## config.mk

```make
export PLATFORM = sky130hd
export DESIGN_NAME = uart_rx_deframer
export DESIGN_NICKNAME = d
export VERILOG_FILES = /design/src/rtl/uart_rx_deframer.sv
export SDC_FILE = /design/constraint.sdc
export NUM_CORES = 1
export LEC_CHECK = 0
export ABC_AREA = 1
export BUFFER_PORTS_ARGS = -buffer_cell sky130_fd_sc_hd__buf_2
export CAP_MARGIN = 20
export CELL_PAD_IN_SITES_DETAIL_PLACEMENT = 0
export CELL_PAD_IN_SITES_GLOBAL_PLACEMENT = 1
export CORE_MARGIN = 2
export CORE_UTILIZATION = 44
export CTS_CLUSTER_DIAMETER = 50
export DETAILED_ROUTE_END_ITERATION = 10
export PLACE_DENSITY_LB_ADDON = 0.1
export SKIP_LAST_GASP = 1
export SLEW_MARGIN = 20
export SYNTH_ARGS = -nofsm -noshare
export SYNTH_HDL_FRONTEND = slang
export SYNTH_SLANG_ARGS = --single-unit
```

## constraint.sdc

```tcl
create_clock -name clk -period 2.2 [get_ports clk]
set_input_delay 0.44 -clock clk [delete_from_list [all_inputs] [get_ports clk]]
set_output_delay 0.44 -clock clk [all_outputs]
set_load 0.01 [all_outputs]
```

## src/rtl/uart_rx_deframer.sv

```systemverilog
// UART receive deframer: 1 start, 8 data (MSB first), odd parity, 1 stop.
// Mid-bit sampling driven by a baud counter; byte handed off on a valid/ready port.
module uart_rx_deframer #(
    parameter int CLKS_PER_BIT = 16
) (
    input  logic       clk,
    input  logic       rst,
    input  logic       rx,
    output logic [7:0] rd_data,
    output logic       rd_vld,
    input  logic       rd_rdy,
    output logic       rd_perr,
    output logic       frame_err,
    output logic       overrun,
    output logic       busy
);

    localparam int CW = (CLKS_PER_BIT > 1) ? $clog2(CLKS_PER_BIT) : 1;
    localparam logic [CW-1:0] HALF_M1 = CW'(CLKS_PER_BIT / 2 - 1);
    localparam logic [CW-1:0] FULL_M1 = CW'(CLKS_PER_BIT - 1);

    typedef enum logic [2:0] {
        S_IDLE,
        S_START,
        S_DATA,
        S_PARITY,
        S_STOP,
        S_BREAK
    } state_t;

    state_t          r_state;
    state_t          w_state_nxt;
    logic            r_rx_meta;
    logic            r_rx_s;
    logic            r_rx_d;
    logic [CW-1:0]   r_baud;
    logic [2:0]      r_bitcnt;
    logic [7:0]      r_shreg;
    logic            r_perr_pend;
    logic [7:0]      r_rd_data;
    logic            r_rd_vld;
    logic            r_rd_perr;
    logic            r_frame_err;
    logic            r_overrun;

    logic w_fall;
    logic w_sample;
    logic w_deliver;
    logic w_stop_bad;
    logic w_accept;

    assign w_fall     = !r_rx_s && r_rx_d;
    // START samples half a bit in; every later bit is one full bit after the previous sample.
    assign w_sample   = (r_state == S_START) ? (r_baud == HALF_M1) : (r_baud == FULL_M1);
    assign w_deliver  = (r_state == S_STOP) && w_sample && r_rx_s;
    assign w_stop_bad = (r_state == S_STOP) && w_sample && !r_rx_s;
    assign w_accept   = !r_rd_vld || rd_rdy;

    always_comb begin
        w_state_nxt = r_state;
        case (r_state)
            S_IDLE:   if (w_fall) w_state_nxt = S_START;
            S_START:  if (w_sample) w_state_nxt = r_rx_s ? S_IDLE : S_DATA;
            S_DATA:   if (w_sample && (r_bitcnt == 3'd7)) w_state_nxt = S_PARITY;
            S_PARITY: if (w_sample) w_state_nxt = S_STOP;
            S_STOP:   if (w_sample) w_state_nxt = r_rx_s ? S_IDLE : S_BREAK;
            S_BREAK:  if (r_rx_s) w_state_nxt = S_IDLE;
            default:  w_state_nxt = S_IDLE;
        endcase
    end

    always_ff @(posedge clk) begin
        if (rst) begin
            r_state     <= S_IDLE;
            r_rx_meta   <= 1'b1;
            r_rx_s      <= 1'b1;
            r_rx_d      <= 1'b1;
            r_baud      <= '0;
            r_bitcnt    <= '0;
            r_shreg     <= '0;
            r_perr_pend <= 1'b0;
        end else begin
            r_state   <= w_state_nxt;
            r_rx_meta <= rx;
            r_rx_s    <= r_rx_meta;
            r_rx_d    <= r_rx_s;

            if ((r_state == S_IDLE) || (r_state == S_BREAK) || w_sample)
                r_baud <= '0;
            else
                r_baud <= r_baud + CW'(1);

            if (r_state == S_IDLE)
                r_bitcnt <= '0;
            else if ((r_state == S_DATA) && w_sample) begin
                r_bitcnt <= r_bitcnt + 3'd1;
                r_shreg  <= {r_shreg[6:0], r_rx_s};
            end

            // Odd parity: an even count of ones over data+parity is an error.
            if ((r_state == S_PARITY) && w_sample)
                r_perr_pend <= ~^{r_shreg, r_rx_s};
        end
    end

    always_ff @(posedge clk) begin
        if (rst) begin
            r_rd_data   <= '0;
            r_rd_vld    <= 1'b0;
            r_rd_perr   <= 1'b0;
            r_frame_err <= 1'b0;
            r_overrun   <= 1'b0;
        end else begin
            r_frame_err <= w_stop_bad;
            r_overrun   <= w_deliver && !w_accept;
            if (w_deliver && w_accept) begin
                r_rd_data <= r_shreg;
                r_rd_perr <= r_perr_pend;
                r_rd_vld  <= 1'b1;
            end else if (r_rd_vld && rd_rdy) begin
                r_rd_vld  <= 1'b0;
            end
        end
    end

    assign rd_data   = r_rd_data;
    assign rd_vld    = r_rd_vld;
    assign rd_perr   = r_rd_perr;
    assign frame_err = r_frame_err;
    assign overrun   = r_overrun;
    assign busy      = (r_state != S_IDLE);

endmodule

```

==> results of run 1 <==
[through the flow]
step | hold WS [ns] | worst slack (ns) | total power, mW
floorplan | 0.389 | 0.811 | 1.04
finish | 0.283 | 0.586 | 1.57
CTS | 0.265 | 0.581 | 1.59
detailed placement | 0.404 | 0.589 | 1.11
global route | 0.255 | 0.332 | 1.69
global placement | 0.395 | 0.669 | 1.10
[cells by family (layout without fill, tap and decap cells)]
logic type               count (synthesis)  count (layout)  share of synthesized area
adder cells (fa/ha/maj)                  3               3                     0.0240
flip-flops                              34              34                      0.435
AND/OR/NAND/NOR                        115             115                      0.334
AO/OA/AOI/OAI                           28              28                     0.0920
buffers and inverters                   39              58                      0.103
XOR/XNOR                                 2               2                     0.0112
[sequential cells by signal, indices dropped and copies added, names as in the netlist]
register / flops
r_shreg: 8
r_state: 3
overrun: 1
r_rx_meta: 1
r_baud: 4
rd_perr: 1
r_rx_d: 1
r_rx_s: 1
rd_vld: 1
r_perr_pend: 1
rd_data: 8
frame_err: 1
r_bitcnt: 3
[layout make-up]
cell class | instances | area, µm² | area share
clock buffers | 6 | 51.3 | 0.0292
clock inverters | 1 | 30.0 | 0.0171
inverters | 34 | 128 | 0.0726
multi-input cells | 148 | 722 | 0.411
flip-flops and latches | 34 | 681 | 0.387
well taps | 46 | 57.6 | 0.0328
repair buffers | 17 | 87.6 | 0.0499
[power groups by stage]
stage          Combinational (mW)  Clock (mW)  Sequential [mW]
4_1_cts                     0.395       0.486            0.709
3_3_place_gp                0.384           0            0.719
6_report                    0.393       0.467            0.709
2_1_floorplan               0.337           0            0.699
5_1_grt                     0.458       0.519            0.717
3_5_place_dp                0.391           0            0.723
[worst reg2reg max path, stage by stage, from the launching register on]
cell     delay, ns
dfxtp_1       0.49
nand3_2       0.12
nand2_2       0.09
nand3_4       0.12
nor2_4        0.30
inv_1         0.17
o21ai_0       0.18
a21oi_1       0.05
[path summary, 6_finish.rpt]
check                                from                      end  slack, ns  cells after the start
setup / recovery  r_state[0]$_SDFFE_PP0P_  r_shreg[5]$_SDFFE_PP0P_       0.59                      7
hold / removal                         rx     r_rx_meta$_SDFF_PP1_       0.28                      2
setup reg to reg  r_state[0]$_SDFFE_PP0P_  r_shreg[5]$_SDFFE_PP0P_       0.59                      7
hold reg to reg      r_rx_meta$_SDFF_PP1_        r_rx_s$_SDFF_PP1_       0.42                      1
[metal layers]
layer,GRT usage,part of all wire,vias to the layer above
met5,0,0,-
met4,0.0679,0.0092,0
met3,0.0661,0.046,4
met2,0.280,0.46,20
met1,0.214,0.49,571
li1,-,-,714
[synthesized netlist by cell type]
cell type and instances:
nand3_4 2, nand4_1 1, buf_4 2, nand4_2 1, buf_6 1, nor2_4 2, nor2_2 1, clkbuf_1 1
a21oi_1 14, inv_2 3, nor2_1 33, or2_2 2, nand3_1 9, ha_1 3, a21oi_2 1, buf_1 1
inv_1 31, nand2_2 2, nand3b_1 1, nor3_1 3, o21ai_0 13, dfxtp_1 34, xor2_1 2, nand3_2 1
nand2_1 57
==> impl_metrics.env, run 1 <==
export IMPL_hpwlAfterDp_um=2120
export IMPL_crit_type="register to register"
export IMPL_ys_warn_count=0
export IMPL_gp_congestion=0.830
export IMPL_rsz0062_at_grt="false"
export IMPL_arrival_ns=1.85
export IMPL_synth_top_area_share=0.435
export IMPL_drt_iter0_drc=48
export IMPL_std_cell_rows=21
export IMPL_power_switching_mw=0.519
export IMPL_setup_violations=0
export IMPL_antenna_found_initial=0
export IMPL_numClockSinks=34
export IMPL_core_mm2=0.00336
export IMPL_critPathTopFamily="simple AND/OR/NAND/NOR gates"
export IMPL_crit_buf_inv=1
export IMPL_place_area_mm2=0.00168
export IMPL_irDropWorstVdd_mv=0.563
export IMPL_cp_max_fo=17
export IMPL_grt_pass1_vias=1292
export IMPL_drc=0
export IMPL_cts_root_buf="clkbuf_4"
export IMPL_die_h_um=63.6
export IMPL_post_route_util=0.522
export IMPL_cp_end_kind="register"
export IMPL_cp_data_required_time_ns=2.44
export IMPL_hold_violations=0
export IMPL_hold_class="input pin to register"
export IMPL_routed_wl_um=2920
export IMPL_synth_cell_types=25
export IMPL_wl_per_cell_um=10.2
export IMPL_fin_crit_ns=1.61
export IMPL_postLayoutCellArea_mm2=0.00176
export IMPL_pwr_share_clk=0.298
export IMPL_maxSlewHeadroom=0.777
export IMPL_mappedNetlistArea_mm2=0.00156
export IMPL_avgSynthCellArea_um2=7.08
export IMPL_internal_power_mw=1.05
export IMPL_nets=247
export IMPL_cts_setup_buffers=0
export IMPL_slowest_stage="dfxtp_1"
export IMPL_grt_max_degree=19
export IMPL_htreeDepth=2
export IMPL_slew_violations=0
export IMPL_netlist_instances=221
export IMPL_n_antenna_cell=0
export IMPL_path_clk_slew_ns=0.10
export IMPL_design_die_area_mm2=0.00405
export IMPL_grt_pass1_wl_um=5480
export IMPL_overflow=0
export IMPL_cts_buffer_depth=2
export IMPL_clock_fmax_mhz=620
export IMPL_dr_pass1_iters=4
export IMPL_skew_ns=0.00823
export IMPL_track_usage=0.176
export IMPL_num_io_pins=17
export IMPL_syn2layout_area_growth_pct=12.3
export IMPL_vias_per_cell=4.58
export IMPL_p_seq_frac=0.452
export IMPL_drive_gt1_frac=0.163
export IMPL_io_buffers=16
export IMPL_synth_top_cell_by_area="dfxtp_1"
export IMPL_mappedNetlistNets=228
export IMPL_powerDensity_mw_per_mm2=894
export IMPL_cts_buffers_inserted=5
export IMPL_finalNonFillerCells=286
export IMPL_final_period_utilization=0.734
export IMPL_start_util=0.465
export IMPL_cp_start_kind="register"
export IMPL_final_cell_mix="57 x nand2_1, 34 x dfxtp_1, 33 x nor2_1"
export IMPL_tritoncts="yes"
export IMPL_hold_buffers=0
export IMPL_cpPeakStageDelay_ns=0.49
export IMPL_synth_area_leaders="dfxtp_1 44%, nand2_1 14%, nor2_1 7.9%"
export IMPL_ant_nets=0
export IMPL_fill_cells=349
export IMPL_fin_setup_tns_ns=0
export IMPL_yosysSeqAreaShare=0.435
export IMPL_place_inst=279
export IMPL_p_sw_frac=0.330
export IMPL_tightest_slew_ns=0.334
export IMPL_leakagePower_nw=0.903
export IMPL_clock_latency_ns=0.34
export IMPL_die_width_um=63.6
export IMPL_power_frac_comb=0.250
export IMPL_vias=1309
export IMPL_cp_cell_sequence="nand3_2 > nand2_2 > nand3_4 > nor2_4 > inv_1 > o21ai_0 > a21oi_1"
export IMPL_final_common_cell="nand2_1"
export IMPL_cts_resized=0
export IMPL_status="finished, final reports clean"
export IMPL_maxCapViolations=0
export IMPL_synth_seq_cells=34
No activity file was read; power rests on OpenSTA's default activity.
==> run 2, diff against run 1 <==
Settings changed: ABC_AREA 1 to 0.
Clock period 2.2 ns to 1.53 ns, I/O delays scaled along.
==> impl_metrics.env, run 2 <==
export IMPL_status="finished, final reports clean"
export IMPL_gp_congestion=0.798
export IMPL_synth_xor_area_share=0.0692
export IMPL_grt_pass1_vias=1097
export IMPL_crit_type="register to primary output"
export IMPL_cp_end_kind="primary output"
export IMPL_cp_data_required_time_ns=1.22
export IMPL_netlist_instances=149
export IMPL_cts_buffer_depth=2
export IMPL_grt_max_degree=33
export IMPL_yosysSeqAreaShare=0.453
export IMPL_rrSetupSlack_ns=0.04
export IMPL_final_cell_mix="28 x dfxtp_1, 25 x nor2_1, 18 x mux2i_1"
export IMPL_fin_setup_tns_ns=0
export IMPL_cts_root_buf="clkbuf_4"
export IMPL_drive_gt1_frac=0.396
export IMPL_cp_start_kind="register"
export IMPL_ys_top_cells_by_count="34 x dfxtp_1, 25 x nor2_1, 19 x mux2i_1, 9 x xnor2_1, 6 x a21oi_1"
export IMPL_hold_violations=0
export IMPL_leakagePower_nw=0.793
export IMPL_clock_fmax_mhz=654
export IMPL_rsz0062_at_grt="true"
export IMPL_synth_top_family_by_area="simple AND/OR/NAND/NOR gates"
export IMPL_antenna_found_initial=0
export IMPL_htreeDepth=2
export IMPL_cpPeakStageDelay_ns=0.33
export IMPL_maxCapViolations=0
export IMPL_slowest_stage="dfxtp_2"
export IMPL_nets=193
export IMPL_path_clk_slew_ns=0.09
export IMPL_cp_cell_sequence="buf_6 > or3_4 > buf_6"
export IMPL_start_util=0.454
export IMPL_n_antenna_cell=0
export IMPL_std_cell_rows=21
export IMPL_crit_buf_inv=2
export IMPL_die_width_um=62.4
export IMPL_synth_simple_gate_area_frac=0.193
export IMPL_reg2reg_to="r_state[0]$_SDFFE_PP0P_"
export IMPL_tritoncts="yes"
export IMPL_design_die_area_mm2=0.00390
export IMPL_maxSlewHeadroom=0.627
export IMPL_ys_warn_count=0
export IMPL_vias=1126
export IMPL_routed_wl_um=2930
export IMPL_ff2ff_path_depth=7
export IMPL_synthMuxAreaShare=0.134
export IMPL_avgSynthCellArea_um2=10.1
export IMPL_cp_max_fo=2
export IMPL_syn2layout_area_growth_pct=28.3
export IMPL_synth_compound_area_share=0.0833
export IMPL_cp_num_cells=3
export IMPL_cts_buffers_inserted=5
export IMPL_mappedNetlistNets=156
export IMPL_critPathTopFamily="flip-flops"
export IMPL_worst_slack_ns=0.000570
export IMPL_synth_top_cell_by_area="dfxtp_1"
export IMPL_synth_edf_count=0
export IMPL_crit_top_cell="buf_6"
export IMPL_drt_iter0_drc=51
export IMPL_track_usage=0.165
export IMPL_setup_violations=0
export IMPL_startpoint="r_state[1]$_SDFFE_PP0P_"
export IMPL_tightest_slew_ns=0.560
export IMPL_slew_violations=0
export IMPL_post_place_ws_ns=-0.0171
export IMPL_vias_per_cell=4.83
export IMPL_total_power_mw=2.28
export IMPL_critical_path_endpoint="busy"
export IMPL_clock_latency_ns=0.33
export IMPL_hpwlAfterDp_um=1940
export IMPL_num_io_pins=17
export IMPL_synth_seq_cells=34
export IMPL_io_buffers=16
export IMPL_r2r_start="r_state[1]$_SDFFE_PP0P_"
export IMPL_drc=0
export IMPL_numClockSinks=34
export IMPL_final_period_utilization=1.00
export IMPL_fin_crit_ns=1.53
export IMPL_synth_top_area_share=0.453
export IMPL_die_h_um=62.4
export IMPL_async_reset_ff_frac=0
export IMPL_synth_most_common_cell="dfxtp_1"
export IMPL_overflow=0
export IMPL_fill_cells=305
export IMPL_yosys_area_share_adder=0.0250
export IMPL_skew_ns=0.00962
export IMPL_synth_cell_types=38
export IMPL_final_common_cell="dfxtp_1"
export IMPL_arrival_ns=1.22
export IMPL_mappedNetlistArea_mm2=0.00150
export IMPL_powerDensity_mw_per_mm2=1180
export IMPL_irDropWorstVdd_mv=0.644
export IMPL_ant_nets=0
export IMPL_wl_per_cell_um=12.6
export IMPL_hold_buffers=0
export IMPL_synth_area_leaders="dfxtp_1 45%, mux2i_1 13%, nor2_1 6.3%"
export IMPL_hold_class="input pin to register"
export IMPL_dr_pass1_iters=4
export IMPL_grt_pass1_wl_um=5060
export IMPL_synth_flop_cell="dfxtp_1"
export IMPL_core_mm2=0.00331
[run 2: final cells by class]
cell class / count / area, µm² / area share
flip-flops and latches: 34 / 693 / 0.360
clock inverters: 2 / 12.5 / 0.00649
inverters: 2 / 12.5 / 0.00649
clock buffers: 6 / 51.3 / 0.0266
repair buffers: 38 / 288 / 0.149
multi-input cells: 105 / 812 / 0.421
well taps: 46 / 57.6 / 0.0299
[run 2: through the flow]
stage	instance area, µm²	hold slack [ns]	util	instances
after floorplan	1500	0.389	-	149
after global placement	1690	0.398	0.509	215
after detailed placement	1690	0.409	0.509	215
after CTS	1820	0.144	0.548	228
after global routing	1930	0.136	0.582	233
final	1930	0.163	0.582	233
[run 2: worst min-delay path by stage]
| stage | start | endpoint | cells past startpoint |
|---|---|---|---|
| final | rx | r_rx_meta$_SDFF_PP1_ | 2 |
| after global routing | rx | r_rx_meta$_SDFF_PP1_ | 2 |
| after global placement | r_rx_meta$_SDFF_PP1_ | r_rx_s$_SDFF_PP1_ | 1 |
| after floorplan | r_rx_meta$_SDFF_PP1_ | r_rx_s$_SDFF_PP1_ | 1 |
| after detailed placement | r_rx_meta$_SDFF_PP1_ | r_rx_s$_SDFF_PP1_ | 1 |
| after CTS | rx | r_rx_meta$_SDFF_PP1_ | 2 |
[run 2: routing by layer]
metal	global-route usage	wire [µm]	vias to the layer above
met5	0	0	-
met3	0.0396	89	2
met2	0.280	1470	19
met1	0.201	1350	512
met4	0.0667	20	0
li1	-	-	593
[run 2: logic make-up after synthesis]
family,Yosys count
adders and majority gates,3
buffers and inverters,10
DFF,34
xor gates and xnor gates,11
muxes,20
and+or+nand+nor,53
AOI/OAI and AO/OA,18
[run 2: report_power, final]
group | internal, mW | switching, mW
clock | 0.221 | 0.293
combinational | 0.399 | 0.373
sequential | 0.941 | 0.0521
[run 2: worst register-to-register path: cells and delay by family, from the launching register on]
family / cells / cell delay, ns
compound gates: 4 / 0.71
buf+inv: 3 / 0.37
flops: 1 / 0.33
[run 2: repair_timing]
item                                    CTS  global route
setup buffers                             6             4
gates resized for setup                   9            18
pin swaps                                 2             3
gates cloned                              0             1
endpoints found under the setup margin    3            23
